===== src/rtl/hazard_stall_ctrl.sv =====
// Pipeline sequencer for the 5-stage core: register enables and flushes for load-use,
// branch/jump redirects and data-memory wait states, with a wait watchdog and stall counter.
module hazard_stall_ctrl #(
   parameter int WAIT_TIMEOUT = 15,
   parameter int CNT_W        = 16
) (
   input  logic             clk,
   input  logic             rst,
   input  logic [4:0]       id_rs,
   input  logic [4:0]       id_rt,
   input  logic             id_uses_rt,
   input  logic             id_jump,
   input  logic             ex_memread,
   input  logic [4:0]       ex_rt,
   input  logic             mem_req,
   input  logic             dmem_ready,
   input  logic             mem_branch_taken,
   output logic             pc_write,
   output logic             ifid_write,
   output logic             idex_write,
   output logic             exmem_write,
   output logic             ifid_flush,
   output logic             idex_flush,
   output logic             exmem_flush,
   output logic             memwb_flush,
   output logic             err,
   output logic [CNT_W-1:0] stall_cycles
);

   localparam int WAIT_W = (WAIT_TIMEOUT < 1) ? 1 : $clog2(WAIT_TIMEOUT + 1);
   localparam logic [WAIT_W-1:0] WAIT_LIMIT = WAIT_W'(WAIT_TIMEOUT);
   localparam logic [CNT_W-1:0]  CNT_MAX    = {CNT_W{1'b1}};

   typedef enum logic [1:0] {
      ST_INIT     = 2'd0,
      ST_RUN      = 2'd1,
      ST_MEM_WAIT = 2'd2,
      ST_ERROR    = 2'd3
   } state_t;

   state_t            state_q, state_d;
   logic [WAIT_W-1:0] wait_cnt_q, wait_cnt_d;
   logic [CNT_W-1:0]  stall_cycles_q, stall_cycles_d;

   logic mem_stall;
   logic load_use;
   logic pipe_active;

   // Hazard detection; $zero never carries a real dependency
   always_comb begin
      mem_stall   = mem_req & ~dmem_ready;
      load_use    = ex_memread & (ex_rt != 5'd0) &
                    ((ex_rt == id_rs) | (id_uses_rt & (ex_rt == id_rt)));
      pipe_active = (state_q == ST_RUN) | (state_q == ST_MEM_WAIT);
   end

   always_comb begin
      pc_write    = 1'b1;
      ifid_write  = 1'b1;
      idex_write  = 1'b1;
      exmem_write = 1'b1;
      ifid_flush  = 1'b0;
      idex_flush  = 1'b0;
      exmem_flush = 1'b0;
      memwb_flush = 1'b0;
      err         = 1'b0;
      case (state_q)
         ST_RUN, ST_MEM_WAIT: begin
            if (mem_stall) begin
               pc_write    = 1'b0;
               ifid_write  = 1'b0;
               idex_write  = 1'b0;
               exmem_write = 1'b0;
               memwb_flush = 1'b1;
            end else if (mem_branch_taken) begin
               // Younger load-use/jump instructions are squashed by this flush
               ifid_flush  = 1'b1;
               idex_flush  = 1'b1;
               exmem_flush = 1'b1;
            end else if (load_use) begin
               // A jump in ID is held here and redirects once the bubble is in
               pc_write    = 1'b0;
               ifid_write  = 1'b0;
               idex_flush  = 1'b1;
            end else if (id_jump) begin
               ifid_flush  = 1'b1;
            end else begin
               pc_write    = 1'b1;
            end
         end
         ST_ERROR: begin
            pc_write    = 1'b0;
            ifid_write  = 1'b0;
            idex_write  = 1'b0;
            exmem_write = 1'b0;
            ifid_flush  = 1'b1;
            idex_flush  = 1'b1;
            exmem_flush = 1'b1;
            memwb_flush = 1'b1;
            err         = 1'b1;
         end
         default: begin
            pc_write    = 1'b0;
            ifid_write  = 1'b0;
            idex_write  = 1'b0;
            exmem_write = 1'b0;
            ifid_flush  = 1'b1;
            idex_flush  = 1'b1;
            exmem_flush = 1'b1;
            memwb_flush = 1'b1;
         end
      endcase
   end

   always_comb begin
      state_d    = state_q;
      wait_cnt_d = wait_cnt_q;
      case (state_q)
         ST_INIT: begin
            state_d = ST_RUN;
         end
         ST_RUN: begin
            if (mem_stall) begin
               state_d    = ST_MEM_WAIT;
               wait_cnt_d = WAIT_W'(1);
            end else begin
               state_d    = ST_RUN;
            end
         end
         ST_MEM_WAIT: begin
            if (dmem_ready) begin
               state_d    = ST_RUN;
               wait_cnt_d = WAIT_W'(0);
            end else if ((WAIT_TIMEOUT != 0) && (wait_cnt_q == WAIT_LIMIT)) begin
               state_d    = ST_ERROR;
            end else begin
               wait_cnt_d = wait_cnt_q + WAIT_W'(1);
            end
         end
         ST_ERROR: begin
            state_d = ST_ERROR;
         end
         default: begin
            state_d    = ST_INIT;
            wait_cnt_d = WAIT_W'(0);
         end
      endcase
   end

   // Saturating count of cycles in which the PC was held
   always_comb begin
      if (pipe_active && !pc_write && (stall_cycles_q != CNT_MAX)) begin
         stall_cycles_d = stall_cycles_q + CNT_W'(1);
      end else begin
         stall_cycles_d = stall_cycles_q;
      end
   end

   always_ff @(posedge clk or posedge rst) begin
      if (rst) begin
         state_q        <= ST_INIT;
         wait_cnt_q     <= WAIT_W'(0);
         stall_cycles_q <= CNT_W'(0);
      end else begin
         state_q        <= state_d;
         wait_cnt_q     <= wait_cnt_d;
         stall_cycles_q <= stall_cycles_d;
      end
   end

   assign stall_cycles = stall_cycles_q;

endmodule


===== config.mk =====
export PLATFORM = sky130hd
export DESIGN_NAME = hazard_stall_ctrl
export DESIGN_NICKNAME = d
export VERILOG_FILES = /design/src/rtl/hazard_stall_ctrl.sv
export SDC_FILE = /design/constraint.sdc
export NUM_CORES = 1
export LEC_CHECK = 0
export CORE_AREA = 2 2 67 69
export DETAILED_ROUTE_END_ITERATION = 8
export DIE_AREA = 0 0 69 71
export PLACE_DENSITY = 0.7
export SLEW_MARGIN = 20
export SYNTH_ARGS = -nofsm -noshare
export SYNTH_HDL_FRONTEND = slang
export SYNTH_SLANG_ARGS = --single-unit

===== constraint.sdc =====
create_clock -name clk -period 5.6 [get_ports clk]
set_input_delay 0.84 -clock clk [delete_from_list [all_inputs] [get_ports clk]]
set_output_delay 0.84 -clock clk [all_outputs]
set_load 0.05 [all_outputs]

Word-level counts from Yosys, hierarchy flattened
Index checks and enable logic that the tools add are counted.
Widths: inputs -> output; s select.
{"block": "classes", "add_sub_neg": 2, "n_eq_ne": 10, "mux": 29, "n_bitwise": 7, "reduce_logical": 8}
{"cell": "$mux 1", "n": 21}
{"cell": "$add 16x1->16 const B", "n": 1}
{"cell": "$ne 16x16->1 const B", "n": 1}
{"cell": "$mux 4", "n": 3}
{"cell": "$eq 5x5->1", "n": 2}
{"cell": "$pmux 2 s4", "n": 1}
{"cell": "$pmux 4 s2", "n": 1}
{"cell": "$mux 2", "n": 3}
{"cell": "$reduce_bool 5->1", "n": 1}
{"cell": "$add 4x1->4 const B", "n": 1}
{"cell": "$and 1x1->1", "n": 4}
{"cell": "$eq 2x2->1 const B", "n": 2}
{"cell": "$eq 4x4->1 const B", "n": 1}
{"cell": "$ne 3x2->1 const B", "n": 1}
{"cell": "$ne 3x3->1 const B", "n": 1}
{"cell": "$reduce_and 3->1", "n": 1}
{"cell": "$eq 2x1->1 const B", "n": 1}
{"cell": "$logic_and 1x1->1", "n": 2}
{"cell": "$logic_not 2->1", "n": 1}
{"cell": "$ne 2x2->1 const B", "n": 1}
{"cell": "$or 1x1->1", "n": 2}
{"cell": "$reduce_bool 2->1", "n": 1}
{"cell": "$reduce_or 2->1", "n": 1}
{"cell": "$logic_not 1->1", "n": 1}
{"cell": "$not 1->1", "n": 1}
{"block": "totals", "reg_bits": 22, "input_bits": 23, "out_inout_bits": 25, "wordCells": 59}

Depth between registers and ports, before layout
{"block": "logic_depth", "ltp_word": 11, "depth_mapped": 7, "mapped_depth_nobuf": 6}

Worst setup path after synthesis
OpenSTA, ideal clock, no wires.
{"block": "synth_timing", "kind": "input -> output", "from": "input port ex_rt[1]", "to": "output port pc_write", "t_arrival_ps": 2781, "required_time_ps": 4760, "slack_ps": 1979, "stages": 5, "path_buffers": 1, "path_cell_list": "or4_1 o21ai_1 nor2_1 a21oi_1 buf_4"}
{"block": "synth_via", "elab_chain_len": 8, "elab_cells_between_ends": 11, "classes_between": "eq/ne (2); mux (4); bitwise (4); reduce/logical (1)"}
{"element": "start, declared", "line_no": "14", "text": "input logic [4:0] ex_rt,"}
{"element": "$eq 5x5->1", "line_no": "53", "text": "((ex_rt == id_rs) | (id_uses_rt & (ex_rt == id_rt)));"}
{"element": "$and 1x1->1", "line_no": "53"}
{"element": "$or 1x1->1", "line_no": "53"}
{"element": "$and 1x1->1 *", "line_no": "52", "text": "load_use = ex_memread & (ex_rt != 5'd0) &"}
{"element": "$mux 1 * (2 in series)"}
{"element": "$mux 1 *", "line_no": "69", "text": "if (mem_stall) begin"}
{"element": "$mux 1 *"}
{"element": "end, declared", "line_no": "18", "text": "output logic pc_write,"}
Mark *: on every way between the ends. The rest lies on a longest branch, timed or not.

Final worst setup path
{"block": "layout_timing", "from": "input port ex_rt[1]", "to": "output port ifid_flush"}
{"block": "layout_via", "elab_chain_len": 8, "elab_cells_between_ends": 11, "classes_between": "eq/ne (2); mux (4); bitwise (4); reduce/logical (1)"}
{"element": "$eq 5x5->1", "line_no": "53"}
{"element": "$and 1x1->1", "line_no": "53"}
{"element": "$or 1x1->1", "line_no": "53"}
{"element": "$and 1x1->1 *", "line_no": "52"}
{"element": "$mux 1 *", "line_no": "80", "text": "end else if (load_use) begin"}
{"element": "$mux 1 *", "line_no": "75", "text": "end else if (mem_branch_taken) begin"}
{"element": "$mux 1 *", "line_no": "69"}
{"element": "$mux 1 *", "line_no": "67", "text": "case (state_q)"}
{"element": "end, declared", "line_no": "22", "text": "output logic ifid_flush,"}
Marked as above.

==> out/results.md <==
| Item | Reported | Unit |
|---|---|---|
| Metal2 WL | 1570 | µm |
| Placed Instances | 246 | - |
| Die boundary height | 71 | µm |
| Period utilisation layout | 73.4 | % |
| Detailed-route wire length | 3330 | µm |
| Slew at the pin closest to its max-slew limit | 0.833 | ns |
| Synth warn | 0 | - |
| Total track usage | 14.1 | % |
| Synth top area cells | dfrtp_1 (39%), xnor2_1 (8.6%), xor2_1 (6.8%) | - |
| Clock tree from TritonCTS | done | - |
| Final number of setup-violating endpoints | 0 | - |
| Fmax | 243 | MHz |
| Core Footprint | 4200 | µm² |
| CTS Root Buffer Type | clkbuf_8 | - |
| Largest net degree at the start of global routing | 23 | - |
| Final layout net count | 228 | - |
| Post-cts repair resize count | 0 | - |
| Static leakage power | 0.830 | nW |
| Top library cells by usage in the layout, fill and taps aside | clkdlybuf4s50_1 (47), dfrtp_1 (22), nand2_1 (18) | - |
| Total clock buffers created by CTS | 3 | - |
| Crit path max-delay cell type | clkdlybuf4s50_1 | - |
| Aggregate global routing overflow | 0 | - |
| Number of cells on the worst reg-to-reg path | 6 | - |
| Average wire length per cell after detail routing | 13.3 | µm |
| Crit start category | input pin | - |
| Routed via count divided by cell count | 5.08 | - |
| Initial DRC Count | 36 | - |
| Power per cell area | 441 | nW/µm² |
| Top cell type by total area after synthesis | dfrtp_1 | - |
| Post-Synthesis Cells | 150 | - |
| Skew-Pair Late Insertion Delay | 0.27 | ns |
| Layout cell share with drive strength beyond 1 | 6.06 | % |
| Gp weighted congestion | 0.801 | - |
| Number of global-route vias before repair | 1292 | - |
| Total nets after synthesis | 179 | - |
| Cell family with most CP delay | buffers and inverters | - |
| Crit end category | output pin | - |
| Clock Path Buffers | 2 | - |
| Antenna Cells | 0 | - |
| Area growth from synthesis to layout | 41.2 | % |
| Ordered cell list for the critical path | clkdlybuf4s50_1 > or4_1 > o21ai_1 > nor2_1 > nor2_1 > a21o_1 > clkdlybuf4s50_1 | - |
| Most common cell after layout, fill and taps aside | clkdlybuf4s50_1 | - |
| Clock sink count | 22 | - |
| Hold depth | 1 | - |
| Max Fanout on Critical Path | 4 | - |
| Number of buffers inserted for hold repair after clock tree synthesis | 0 | - |
| Crit Path Class | in -> out | - |
| Fraction of synthesized cell area taken by the top area cell type | 38.8 | % |
| Max Slew Vio Count | 0 | - |
| Number of optimization iterations in the first detailed-route pass | 4 | - |
| DIE AREA | 4900 | µm² |
| Worst clock skew | 0.00769 | ns |
| Non-filler cells, final | 250 | - |
| Max-cap viol count | 0 | - |
| Outcome | finished, final reports clean | - |
| CP Data Required Time | 4.76 | ns |
| H-tree depth | 1 | - |
| Starting density of the core | 33.7 | % |
| Unrepaired setup endpoints after global routing | no | - |
| Initial antenna violation count | 0 | - |
| Total of flip-flops plus latches after synthesis | 22 | - |
| Global-route wire length before repair | 5700 | µm |
| Detail Route met3 WL | 173 | µm |
| Final Hold Violating Endpoints | 0 | - |
| Logic depth of the worst path, buffers included | 7 | - |
| Clock slew at the register clock pins of the worst setup and hold paths | 0.09 | ns |
| Total via count in the routed design | 1269 | - |
| Cell area after technology mapping | 1420 | µm² |
| Topmost layer with routed signal wires | met4 | - |
| Horizontal die dimension | 69 | µm |
| Worst EP arrival | 3.27 | ns |
| Placement row count | 24 | - |
| Remaining design rule violation count | 0 | - |
| Distinct cell type count after synthesis | 39 | - |
| Dpl hpwl | 2580 | µm |
| I/O pin count | 48 | - |
| Class of the tightest hold or removal check | reg -> reg | - |
| Per-instance average area after synthesis | 9.45 | µm² |
| Relative slew slack | 44.4 | % |
| Worst IR Drop VDD | 0.000141 | V |
| Final ANT Viol Nets | 0 | - |
| Post-route minimum period | 4.11 | ns |
| Post-Route Setup TNS | 0 | ns |
| Number of I/O port buffers | 47 | - |
| # Post-CTS Setup Buffers | 0 | - |
| Detailed-routing wirelength on met1 | 1560 | µm |
| Stage delay of the slowest cell on the critical path | 0.79 | ns |
| Sum of buffers and inverters on the critical path | 2 | - |
| Sequential share of the synthesized area | 38.8 | % |
## cells in the mapped netlist
cell / number
mux2_1: 1
ha_1: 6
buf_4: 3
nor2_1: 12
and2_1: 1
a32o_1: 1
o31ai_1: 1
o2111ai_1: 1
mux2_2: 1
nor4_4: 1
nor3_1: 3
nand2_1: 18
a41oi_1: 1
nand4_1: 4
and2_0: 1
a2111oi_0: 1
o22a_1: 1
nand2b_1: 3
nor3_2: 5
o22ai_1: 1
inv_1: 6
a21o_1: 2
nor3b_2: 1
xnor2_1: 14
a21oi_1: 7
o211ai_1: 1
nor2b_1: 2
or2_1: 1
o21ai_1: 1
nor4_1: 1
xor2_1: 11
o31a_1: 1
or4_1: 1
nand3_1: 7
a311o_1: 1
a22o_1: 1
o21ai_0: 3
and3_1: 1
dfrtp_1: 22
## cell type report
| cell class | instances | area (µm²) |
|---|---|---|
| clock buffers | 3 | 41.3 |
| clock inverters | 1 | 30.0 |
| fillers | 422 | 2200 |
| inverters | 6 | 22.5 |
| multi-input cells | 119 | 822 |
| flip-flops and latches | 22 | 551 |
| well taps | 52 | 65.1 |
| repair buffers | 47 | 470 |
## final timing paths
kind,from,end,slack [ns]
max,ex_rt[1],ifid_flush,1.49
min reg2reg,stall_cycles[6],stall_cycles[6],0.51
max in group asynchronous,rst,wait_cnt_q[0],4.05
min in group asynchronous,rst,stall_cycles[10],1.03
max reg2reg,state_q[0],stall_cycles[1],3.34
min,stall_cycles[6],stall_cycles[6],0.51
## cell families after synthesis
kind of cell             after synthesis  share of synthesized area, %
AND/OR/NAND/NOR                       62                          24.1
XOR/XNOR                              25                          15.4
AO/OA/AOI/OAI                         24                          11.6
flip-flops                            22                          38.8
buffers and inverters                  9                          3.18
adder cells (fa/ha/maj)                6                          5.30
multiplexers                           2                          1.59
## layer usage
metal | GRT usage (%) | up-vias
met5 | 0 | -
met2 | 23.8 | 39
met4 | 4.79 | 0
met1 | 18.4 | 607
met3 | 2.56 | 2
li1 | - | 621
## registers in the layout, indices dropped and copies added, names as in the netlist
signal,flops
stall_cycles,16
wait_cnt_q,4
state_q,2
## power breakdown
group          internal [W]  switching, W  total (W)
Clock             0.0000955     0.0000554   0.000151
Sequential         0.000188     0.0000378   0.000226
Combinational      0.000174      0.000332   0.000506
Total              0.000458      0.000425   0.000883
## per-stage QoR
stage	cell area (µm²)	setup WS [ns]	hold WS (ns)	power, W	util [%]
after global placement	1930	1.51	0.487	0.000731	45.9
after global routing	2000	1.37	0.534	0.000926	47.6
after floorplan	1420	1.98	0.498	0.000586	-
after detailed placement	1930	1.50	0.503	0.000735	45.9
final	2000	1.49	0.512	0.000883	47.6
after CTS	2000	1.49	0.515	0.000886	47.6
No activity file was read; power rests on OpenSTA's default activity.
